--- src/rtl/fetch_stage.sv ---
// Instruction fetch stage: PC register, one-entry output register with valid/ready
// handshake, and a circular return-address stack for call/ret redirects.
module fetch_stage #(
    parameter int PC_W      = 8,
    parameter int INS_W     = 8,
    parameter int RAS_DEPTH = 4,
    parameter int RESET_PC  = 0
) (
    input  logic                           clk,
    input  logic                           reset,
    input  logic                           stall,
    input  logic                           jmp_valid,
    input  logic [PC_W-1:0]                jmp_target,
    input  logic                           call_valid,
    input  logic [PC_W-1:0]                call_target,
    input  logic                           ret_valid,
    output logic [PC_W-1:0]                imem_addr,
    input  logic [INS_W-1:0]               imem_data,
    output logic                           out_valid,
    input  logic                           out_ready,
    output logic [PC_W-1:0]                out_pc,
    output logic [INS_W-1:0]               out_ins,
    output logic [$clog2(RAS_DEPTH):0]     ras_count,
    output logic                           ras_ovf,
    output logic                           ras_unf
);
    localparam int AW = $clog2(RAS_DEPTH);
    localparam int CW = AW + 1;

    logic [PC_W-1:0] pc;
    logic [PC_W-1:0] ras_mem [RAS_DEPTH];
    logic [AW-1:0]   wp;
    logic [AW-1:0]   wp_dec;
    logic            fire;
    logic            transfer;
    logic            push;
    logic            pop;
    logic            ras_full;
    logic            ras_empty;

    assign imem_addr = pc;
    assign transfer  = out_valid & out_ready;
    assign fire      = ~stall & (~out_valid | out_ready);
    assign push      = ~jmp_valid & call_valid;
    assign pop       = ~jmp_valid & ~call_valid & ret_valid;
    assign ras_full  = (ras_count == CW'(RAS_DEPTH));
    assign ras_empty = (ras_count == '0);
    assign wp_dec    = wp - AW'(1);

    // wp is the next free slot; when full it already points at the oldest
    // entry, so a push naturally overwrites it.
    always_ff @(posedge clk or posedge reset) begin
        if (reset) begin
            pc        <= PC_W'(RESET_PC);
            out_valid <= 1'b0;
            out_pc    <= '0;
            out_ins   <= '0;
            ras_count <= '0;
            ras_ovf   <= 1'b0;
            ras_unf   <= 1'b0;
            wp        <= '0;
        end else begin
            ras_ovf <= 1'b0;
            ras_unf <= 1'b0;
            if (jmp_valid) begin
                pc        <= jmp_target;
                out_valid <= 1'b0;
            end else if (push) begin
                pc        <= call_target;
                out_valid <= 1'b0;
                wp        <= wp + AW'(1);
                if (ras_full) ras_ovf   <= 1'b1;
                else          ras_count <= ras_count + CW'(1);
            end else if (pop) begin
                out_valid <= 1'b0;
                if (ras_empty) begin
                    pc      <= PC_W'(RESET_PC);
                    ras_unf <= 1'b1;
                end else begin
                    pc        <= ras_mem[wp_dec];
                    wp        <= wp_dec;
                    ras_count <= ras_count - CW'(1);
                end
            end else if (fire) begin
                out_pc    <= pc;
                out_ins   <= imem_data;
                out_valid <= 1'b1;
                pc        <= pc + PC_W'(1);
            end else if (transfer) begin
                out_valid <= 1'b0;
            end
        end
    end

    // NOTE: stack storage has no reset; ras_count alone defines which entries are
    // live, so clearing the array would only add reset fan-out.
    always_ff @(posedge clk) begin
        if (push) ras_mem[wp] <= out_pc + PC_W'(1);
    end
endmodule

--- config.mk ---
export PLATFORM = sky130hd
export DESIGN_NAME = fetch_stage
export DESIGN_NICKNAME = d
export VERILOG_FILES = /design/src/rtl/fetch_stage.sv
export SDC_FILE = /design/constraint.sdc
export NUM_CORES = 1
export LEC_CHECK = 0
export CAP_MARGIN = 10
export CORE_MARGIN = 5
export CORE_UTILIZATION = 40
export DETAILED_ROUTE_END_ITERATION = 7
export HOLD_SLACK_MARGIN = 0.08
export PLACE_DENSITY = 0.61
export RECOVER_POWER = 50
export SYNTH_ARGS = -nofsm -noshare
export SYNTH_HDL_FRONTEND = slang
export SYNTH_SLANG_ARGS = --single-unit
--- constraint.sdc ---
create_clock -name clk -period 2.31 [get_ports clk]
set_input_delay 0.5775 -clock clk [delete_from_list [all_inputs] [get_ports clk]]
set_output_delay 0.5775 -clock clk [all_outputs]
set_load 0.01 [all_outputs]
==> Word level (Yosys, flattened, before mapping) <==
Memories as Yosys holds them, arrays and structs flattened.
Cells that the tools add are included.
{ "totals": {"regBits": 32, "ramBits": 32, "inputBits": 31, "word_cells": 63, "memories": 1} }
{ "memory_table": {"columns": ["memory", "depth", "word_bits", "read_ports", "rd_clocked_by_memory_dff", "wr", "line_no", "text"], "rows": [
  ["ras_mem", 4, 8, 1, 0, 1, "31", "logic [PC_W-1:0] ras_mem [RAS_DEPTH];"]
]} }
{ "op_classes": {"addsub": 6, "eq_ne": 3, "mux": 26, "bitwise_logic": 12, "reduce_logical": 7} }
{ "ops": {"columns": ["op", "n"], "rows": [
  ["$mux 8", 5],
  ["$add 8x1->8 const B", 2],
  ["$mux 1", 14],
  ["$mux 3", 4],
  ["$reduce_and 4->1", 2],
  ["$mux 2", 3],
  ["$not 1->1", 6],
  ["$and 1x1->1", 5],
  ["$reduce_bool 5->1", 1],
  ["$ne 2x2->1 const B", 2],
  ["$reduce_bool 4->1", 1],
  ["$add 3x1->3 const B", 1],
  ["$eq 3x3->1 const B", 1],
  ["$logic_not 3->1", 1],
  ["$reduce_and 3->1", 1],
  ["$sub 3x1->3 const B", 1],
  ["$add 2x1->2 const B", 1],
  ["$reduce_bool 2->1", 1],
  ["$sub 2x1->2 const B", 1],
  ["$or 1x1->1", 1]
]} }

==> Depth between registers and ports, before layout <==
Gate-level depths: netlist of run 1.
{ "logic_depth": {"depth_word": 7, "ltp_mapped": 8} }

==> Worst setup path after synthesis of run 1 <==
Ideal clock, no wire load.
{ "synth_timing": {"path_type": "in2reg", "start": "input call_valid", "end": "register ras_count[2]", "setup_time_ns": 0.118, "arrival_ns": 2.203, "setup_slack_ns": -0.012, "cell_stages": 8, "path_cell_list": "clkbuf_1 -> nor2b_1 -> inv_1 -> fa_1 -> inv_1 -> a21oi_1 -> a211o_1 -> a21o_1"} }
{ "synth_between": {"elab_chain_cells": 5} }
{ "synth_rtl": {"columns": ["element", "line_no", "text"], "rows": [
  ["start: declaration", "14", "input logic call_valid,"],
  ["$not 1->1", "45", "assign pop = ~jmp_valid & ~call_valid & ret_valid;"],
  ["$and 1x1->1 (2 in series)", "45", null],
  ["$reduce_bool 2->1 (no line)", null, null],
  ["$reduce_and 4->1 (no line)", null, null],
  ["end signal: assignment", "73", "else ras_count <= ras_count + CW'(1);"],
  ["end signal: assignment", "82", "ras_count <= ras_count - CW'(1);"],
  ["end: declaration", "23", "output logic [$clog2(RAS_DEPTH):0] ras_count,"]
]} }
Parallel ways exist; a longest one is shown, timed or not.
A chain may end at the register's enable or synchronous reset.

==> Final worst setup path of run 1 <==
{ "layout_timing": {"start": "input call_valid", "end": "memory ras_mem[1][2], enable pin"} }
{ "layout_between": {"elab_chain_cells": 3} }
{ "layout_rtl": {"columns": ["element", "line_no", "text"], "rows": [
  ["$and 1x1->1", "44", "assign push = ~jmp_valid & call_valid;"],
  ["$mux 1", "98", "if (push) ras_mem[wp] <= out_pc + PC_W'(1);"],
  ["$mux 1 (not written as such)", "98", null],
  ["end: declaration", "31", null]
]} }
Every way passes these cells.

==> impl_metrics.json, run 1 <==
{
  "filler_cell_count": 677,
  "start_util_pct": 41.3,
  "portBuffers": 60,
  "multiInputGateArea_um2": 1160,
  "p_total_uw": 3890,
  "synth_nets": 259,
  "ys.flop_type": "edfxtp_1",
  "post-place-ws_ps": -139,
  "htreeDepth": 3,
  "grt_max_degree": 33,
  "fp-row-count": 31,
  "cts_buffer_depth": 2,
  "hold_start": "out_ins[5]",
  "utilization_pct": 55.0,
  "cts_sinks": 64,
  "gp_congestion": 0.772,
  "drt-initial-drc-count": 66,
  "status": "complete, no violations",
  "yosys-top-cells-area": "edfxtp_1, dfrtp_1, mux4_2",
  "maxCapViolations": 0,
  "reg2regPathDepth": 6,
  "dp.cells": 389,
  "grt.total_usage_pct": 15.6,
  "ys_types": 47,
  "hp-class": "flip-flop to flip-flop",
  "wirelength_mm": 7.06,
  "avgRoutedWirePerCell_um": 17.4,
  "crit_path_max_fanout": 13,
  "die_area_um2": 9360,
  "clock_latency_ps": 340,
  "cts_resized": 0,
  "setup_viol": 0,
  "vias": 2065,
  "worst_slew_pin_slew_ps": 822,
  "grt_pass1_wl_mm": 11.5,
  "finalClockSkew_ps": 12.0,
  "grt.busiest_layer": "met2",
  "synthToLayoutAreaGrowth_pct": 33.2,
  "required_ps": 2330,
  "vdd_drop_max_mv": 0.442,
  "pin_count": 61,
  "drc": 0,
  "p_leak_uw": 0.00158,
  "yosys_warnings": 0,
  "die_w_um": 96.8,
  "drive_gt1_share_pct": 19.9,
  "ys_seq_elements": 64,
  "cts_tree": "done",
  "root_buffer": "clkbuf_8",
  "yosysSeqAreaShare_pct": 58.5,
  "path_class": "input pin to flip-flop",
  "final_cell_count_no_fill": 405,
  "drv_slew": 0,
  "synth_edf_count": 32,
  "worstReg2RegEnd": "imem_addr[3]",
  "met3_usage_pct": 5.54,
  "synth_async_sr_flop_share_pct": 50.0,
  "netlist_area_um2": 3010,
  "synth_commonest_cells": "dfrtp_1, edfxtp_1, nand2_1",
  "critPathCaptureType": "flip-flop",
  "post-dp-hpwl_mm": 5.11,
  "power_density_nw_per_um2": 969,
  "die_h_um": 96.8,
  "path_clk_slew_ps": 70,
  "worstReg2RegStart": "wp[1]",
  "hold_viol": 0,
  "holdPathEnd": "out_ins[5]",
  "holdPathStages": 1,
  "synth_area_per_cell_um2": 13.6,
  "post_cts_buffers": 0,
  "seq_area_um2": 1760,
  "nets": 339,
  "antenna_found_initial": 0,
  "syn_inst": 221,
  "synth_top_cell_by_area": "edfxtp_1",
  "relSlewSlack_pct": 45.2,
  "arrival_ps": 2140,
  "core_um2": 7290,
  "viasPerCell": 5.10,
  "start_kind": "input pin",
  "rsz0062_at_grt": "no",
  "synth_top_area_share_pct": 31.9,
  "grtUsageMet1_pct": 20.8,
  "firstDrtPassIters": 4,
  "numCtsBuffers": 9,
  "diodes": 0,
  "postRouteAntennaNets": 0,
  "period_needed_ps": 2120,
  "gr-total-overflow": 0,
  "rrSetupSlack_ps": 400,
  "hold_buffers": 0,
  "use_met2_pct": 24.5,
  "fin_ws_ps": 190,
  "period_share_pct": 91.8,
  "grt_pass1_vias": 2082,
  "fmax_ghz": 0.472
}
[cells by family after synthesis]
logic type,Yosys count,synth area share (%)
mux,24,13.0
xor+xnor,10,2.91
compound gates,40,9.43
buf+inv,20,3.20
simple gates,56,9.85
flops,64,58.5
fa+ha+maj,7,3.16
[state kept, by name, indices dropped and copies added (netlist names)]
name / cells
imem_addr: 8
out_pc: 8
ras_mem: 32
wp: 2
out_ins: 8
ras_ovf: 1
ras_unf: 1
ras_count: 3
out_valid: 1
[worst max path at each step]
stage               depth (start not counted)             to  slack, ps         start
floorplan                                   8   ras_count[2]         50    call_valid
global placement                            8   ras_count[2]        -80    call_valid
detailed placement                          8   ras_count[2]       -140    call_valid
CTS                                         1   imem_addr[2]        230  imem_addr[2]
global route                                5  ras_mem[1][1]         90    call_valid
finish                                      5  ras_mem[1][2]        190    call_valid
[metrics by stage]
| stage | cell area [um^2] | setup TNS, ps | hold WS (ps) |
|---|---|---|---|
| final | 4010 | 0 | 505 |
| after global routing | 4010 | 0 | 522 |
| after CTS | 4020 | 0 | 511 |
| after detailed placement | 3830 | -1290 | 495 |
| after global placement | 3830 | -833 | 489 |
| after floorplan | 3010 | 0 | 536 |
[routing by layer]
layer  vias to the layer above  routed length, um
met5                         -                  0
met4                         0                 73
met3                         9                344
met2                        45               3430
met1                      1026               3210
li1                        985                  -
[final cells by class]
type / instances / area share [%]
Tap cell: 99 / 3.09
Sequential cell: 64 / 43.9
Multi-Input combinational cell: 137 / 28.8
Clock inverter: 5 / 1.43
Timing Repair Buffer: 79 / 18.5
Inverter: 10 / 0.936
Clock buffer: 11 / 3.28
[where the power goes]
part           internal, uW  switching [uW]  leakage, uW
sequential             1470             214     0.000682
clock                   499             422    0.0000973
combinational           713             568     0.000797
total                  2680            1200      0.00158
[critical path, stage by stage]
cell	delay (ps)
clkdlybuf4s50_1	520
nor2b_2	170
clkbuf_1	440
and2_1	200
clkbuf_2	230
[placed cells by master (no fill, tap or decap), types with 9 or more instances in the layout]
cell type        synthesis  final
clkdlybuf4s50_1          0     59
dfrtp_1                 32     32
edfxtp_1                32     32
buf_4                    0     14
nand2_1                 13     13
nor2_1                  12     12
inv_1                   10     10
a21oi_1                  9      9
nand3_1                  9      9
clkbuf_8                 0      9
Note: power is estimated with default switching activity, not from simulation.
==> run 2, diff against run 1 <==
GPL_ROUTABILITY_DRIVEN = 0   (was unset)
SETUP_SLACK_MARGIN = 0.5   (was unset)
==> impl_metrics.json, run 2 (synthesized netlist as in run 1, its figures left out) <==
{
  "wirelength_mm": 7.61,
  "crit_path_max_fanout": 13,
  "pin_count": 61,
  "die_area_um2": 9360,
  "vias": 2193,
  "worst_slew_pin_slew_ps": 810,
  "required_ps": 2360,
  "nets": 361,
  "wl_met2_mm": 3.68,
  "viasPerCell": 5.15,
  "arrival_ps": 1910,
  "cts_sinks": 64,
  "die_h_um": 96.8,
  "maxCapViolations": 0,
  "finalClockSkew_ps": 5.57,
  "power_density_nw_per_um2": 953,
  "start_kind": "input pin",
  "fp-row-count": 31,
  "firstDrtPassIters": 4,
  "root_buffer": "clkbuf_8",
  "utilization_pct": 59.2,
  "drive_gt1_share_pct": 30.6,
  "post-dp-hpwl_mm": 5.05,
  "status": "complete, no violations",
  "grt.total_usage_pct": 16.5,
  "grt_max_degree": 33,
  "antenna_found_initial": 0,
  "cts_buffer_depth": 2,
  "avgRoutedWirePerCell_um": 17.9,
  "critPathCaptureType": "flip-flop",
  "core_um2": 7290,
  "hold_ws_ps": 502,
  "routed.top_layer": "met4",
  "drc": 0,
  "vdd_drop_max_mv": 0.551,
  "filler_cell_count": 647,
  "wl_met1_mm": 3.41,
  "relSlewSlack_pct": 46.0,
  "grt_pass1_wl_mm": 12.1,
  "diodes": 0,
  "final_cell_count_no_fill": 426,
  "largest_register": "ras_mem",
  "largest_reg_flops": 32,
  "htreeDepth": 3,
  "clock_latency_ps": 330,
  "cts_tree": "done",
  "postRouteAntennaNets": 0,
  "drv_slew": 0,
  "period_needed_ps": 1850,
  "period_share_pct": 80.3,
  "path_clk_slew_ps": 70,
  "path_class": "input pin to flip-flop",
  "route.met3.wl_um": 426,
  "numCtsBuffers": 9,
  "drt-initial-drc-count": 116,
  "dp.cells": 391,
  "rsz0062_at_grt": "yes",
  "setup_viol": 0,
  "hold_buffers": 0,
  "portBuffers": 60,
  "hp-class": "flip-flop to flip-flop",
  "p_leak_uw": 0.00183,
  "die_w_um": 96.8,
  "synthToLayoutAreaGrowth_pct": 43.3,
  "gr-total-overflow": 0,
  "final_cell_mix": "edfxtp_1, clkdlybuf4s50_1, buf_4",
  "fmax_ghz": 0.539,
  "hold_viol": 0,
  "grt_pass1_vias": 2261,
  "final_common_cell": "edfxtp_1",
  "start_util_pct": 41.3
}
## run 2: cell count changes in the layout (fill, tap and decap cells not counted), sizes merged, moves of 2 or more
cell / delta
dlymetal6s2s: +6
buf: +20
clkbuf: +2
dlygate4sd2: +24
clkdlybuf4s50: -33
## run 2: stage by stage
stage                     TNS (ps)  area, um^2  total power (uW)  setup slack [ps]
after global routing             0        4320              4350               347
final                            0        4320              4110               456
after CTS                        0        4260              4150               417
after floorplan                  0        3050              2450               282
after detailed placement      -814        3900              3070             -76.0
after global placement        -473        3900              3040             -49.1
## run 2: power breakdown
group	total (uW)	switching (uW)	internal, uW
clock	1030	428	597
combinational	1450	689	761
sequential	1640	153	1480
total	4110	1270	2840
## run 2: layout make-up
cell class	instances	area, um^2	area share (%)
flip-flops and latches	64	1780	41.1
multi-input cells	137	1200	27.7
repair buffers	101	972	22.5
clock buffers	9	124	2.87
well taps	99	124	2.87
clock inverters	6	85.1	1.97
inverters	10	37.5	0.870
## run 2: worst paths after layout
kind / startpoint / endpoint / slack, ps / cells past startpoint
max in group asynchronous: reset / out_pc[3] / 830 / 3
setup reg to reg: ras_count[0] / ras_count[1] / 550 / 6
hold reg to reg: out_ins[7] / out_ins[7] / 500 / 1
setup / recovery: jmp_valid / ras_mem[0][3] / 460 / 6
min in group asynchronous: reset / out_ins[2] / 920 / 3
hold / removal: out_ins[7] / out_ins[7] / 500 / 1
## run 2: metal layers
metal,vias up,global-route usage [%]
met3,9,5.61
met2,71,26.6
met5,-,0
li1,1028,-
met4,0,3.78
met1,1085,21.6
## run 2: worst max-delay path, stage by stage
cell and delay (ps):
clkbuf_2 90, clkbuf_1 110, nor2b_1 180, clkbuf_1 500
and2_0 290, buf_12 150
## run 2: timing repair
item | CTS | global route
gates cloned | 1 | 1
setup buffers | 14 | 4
pin swaps | 4 | 8
endpoints found under the setup margin | 52 | 28
gates resized for setup | 46 | 20
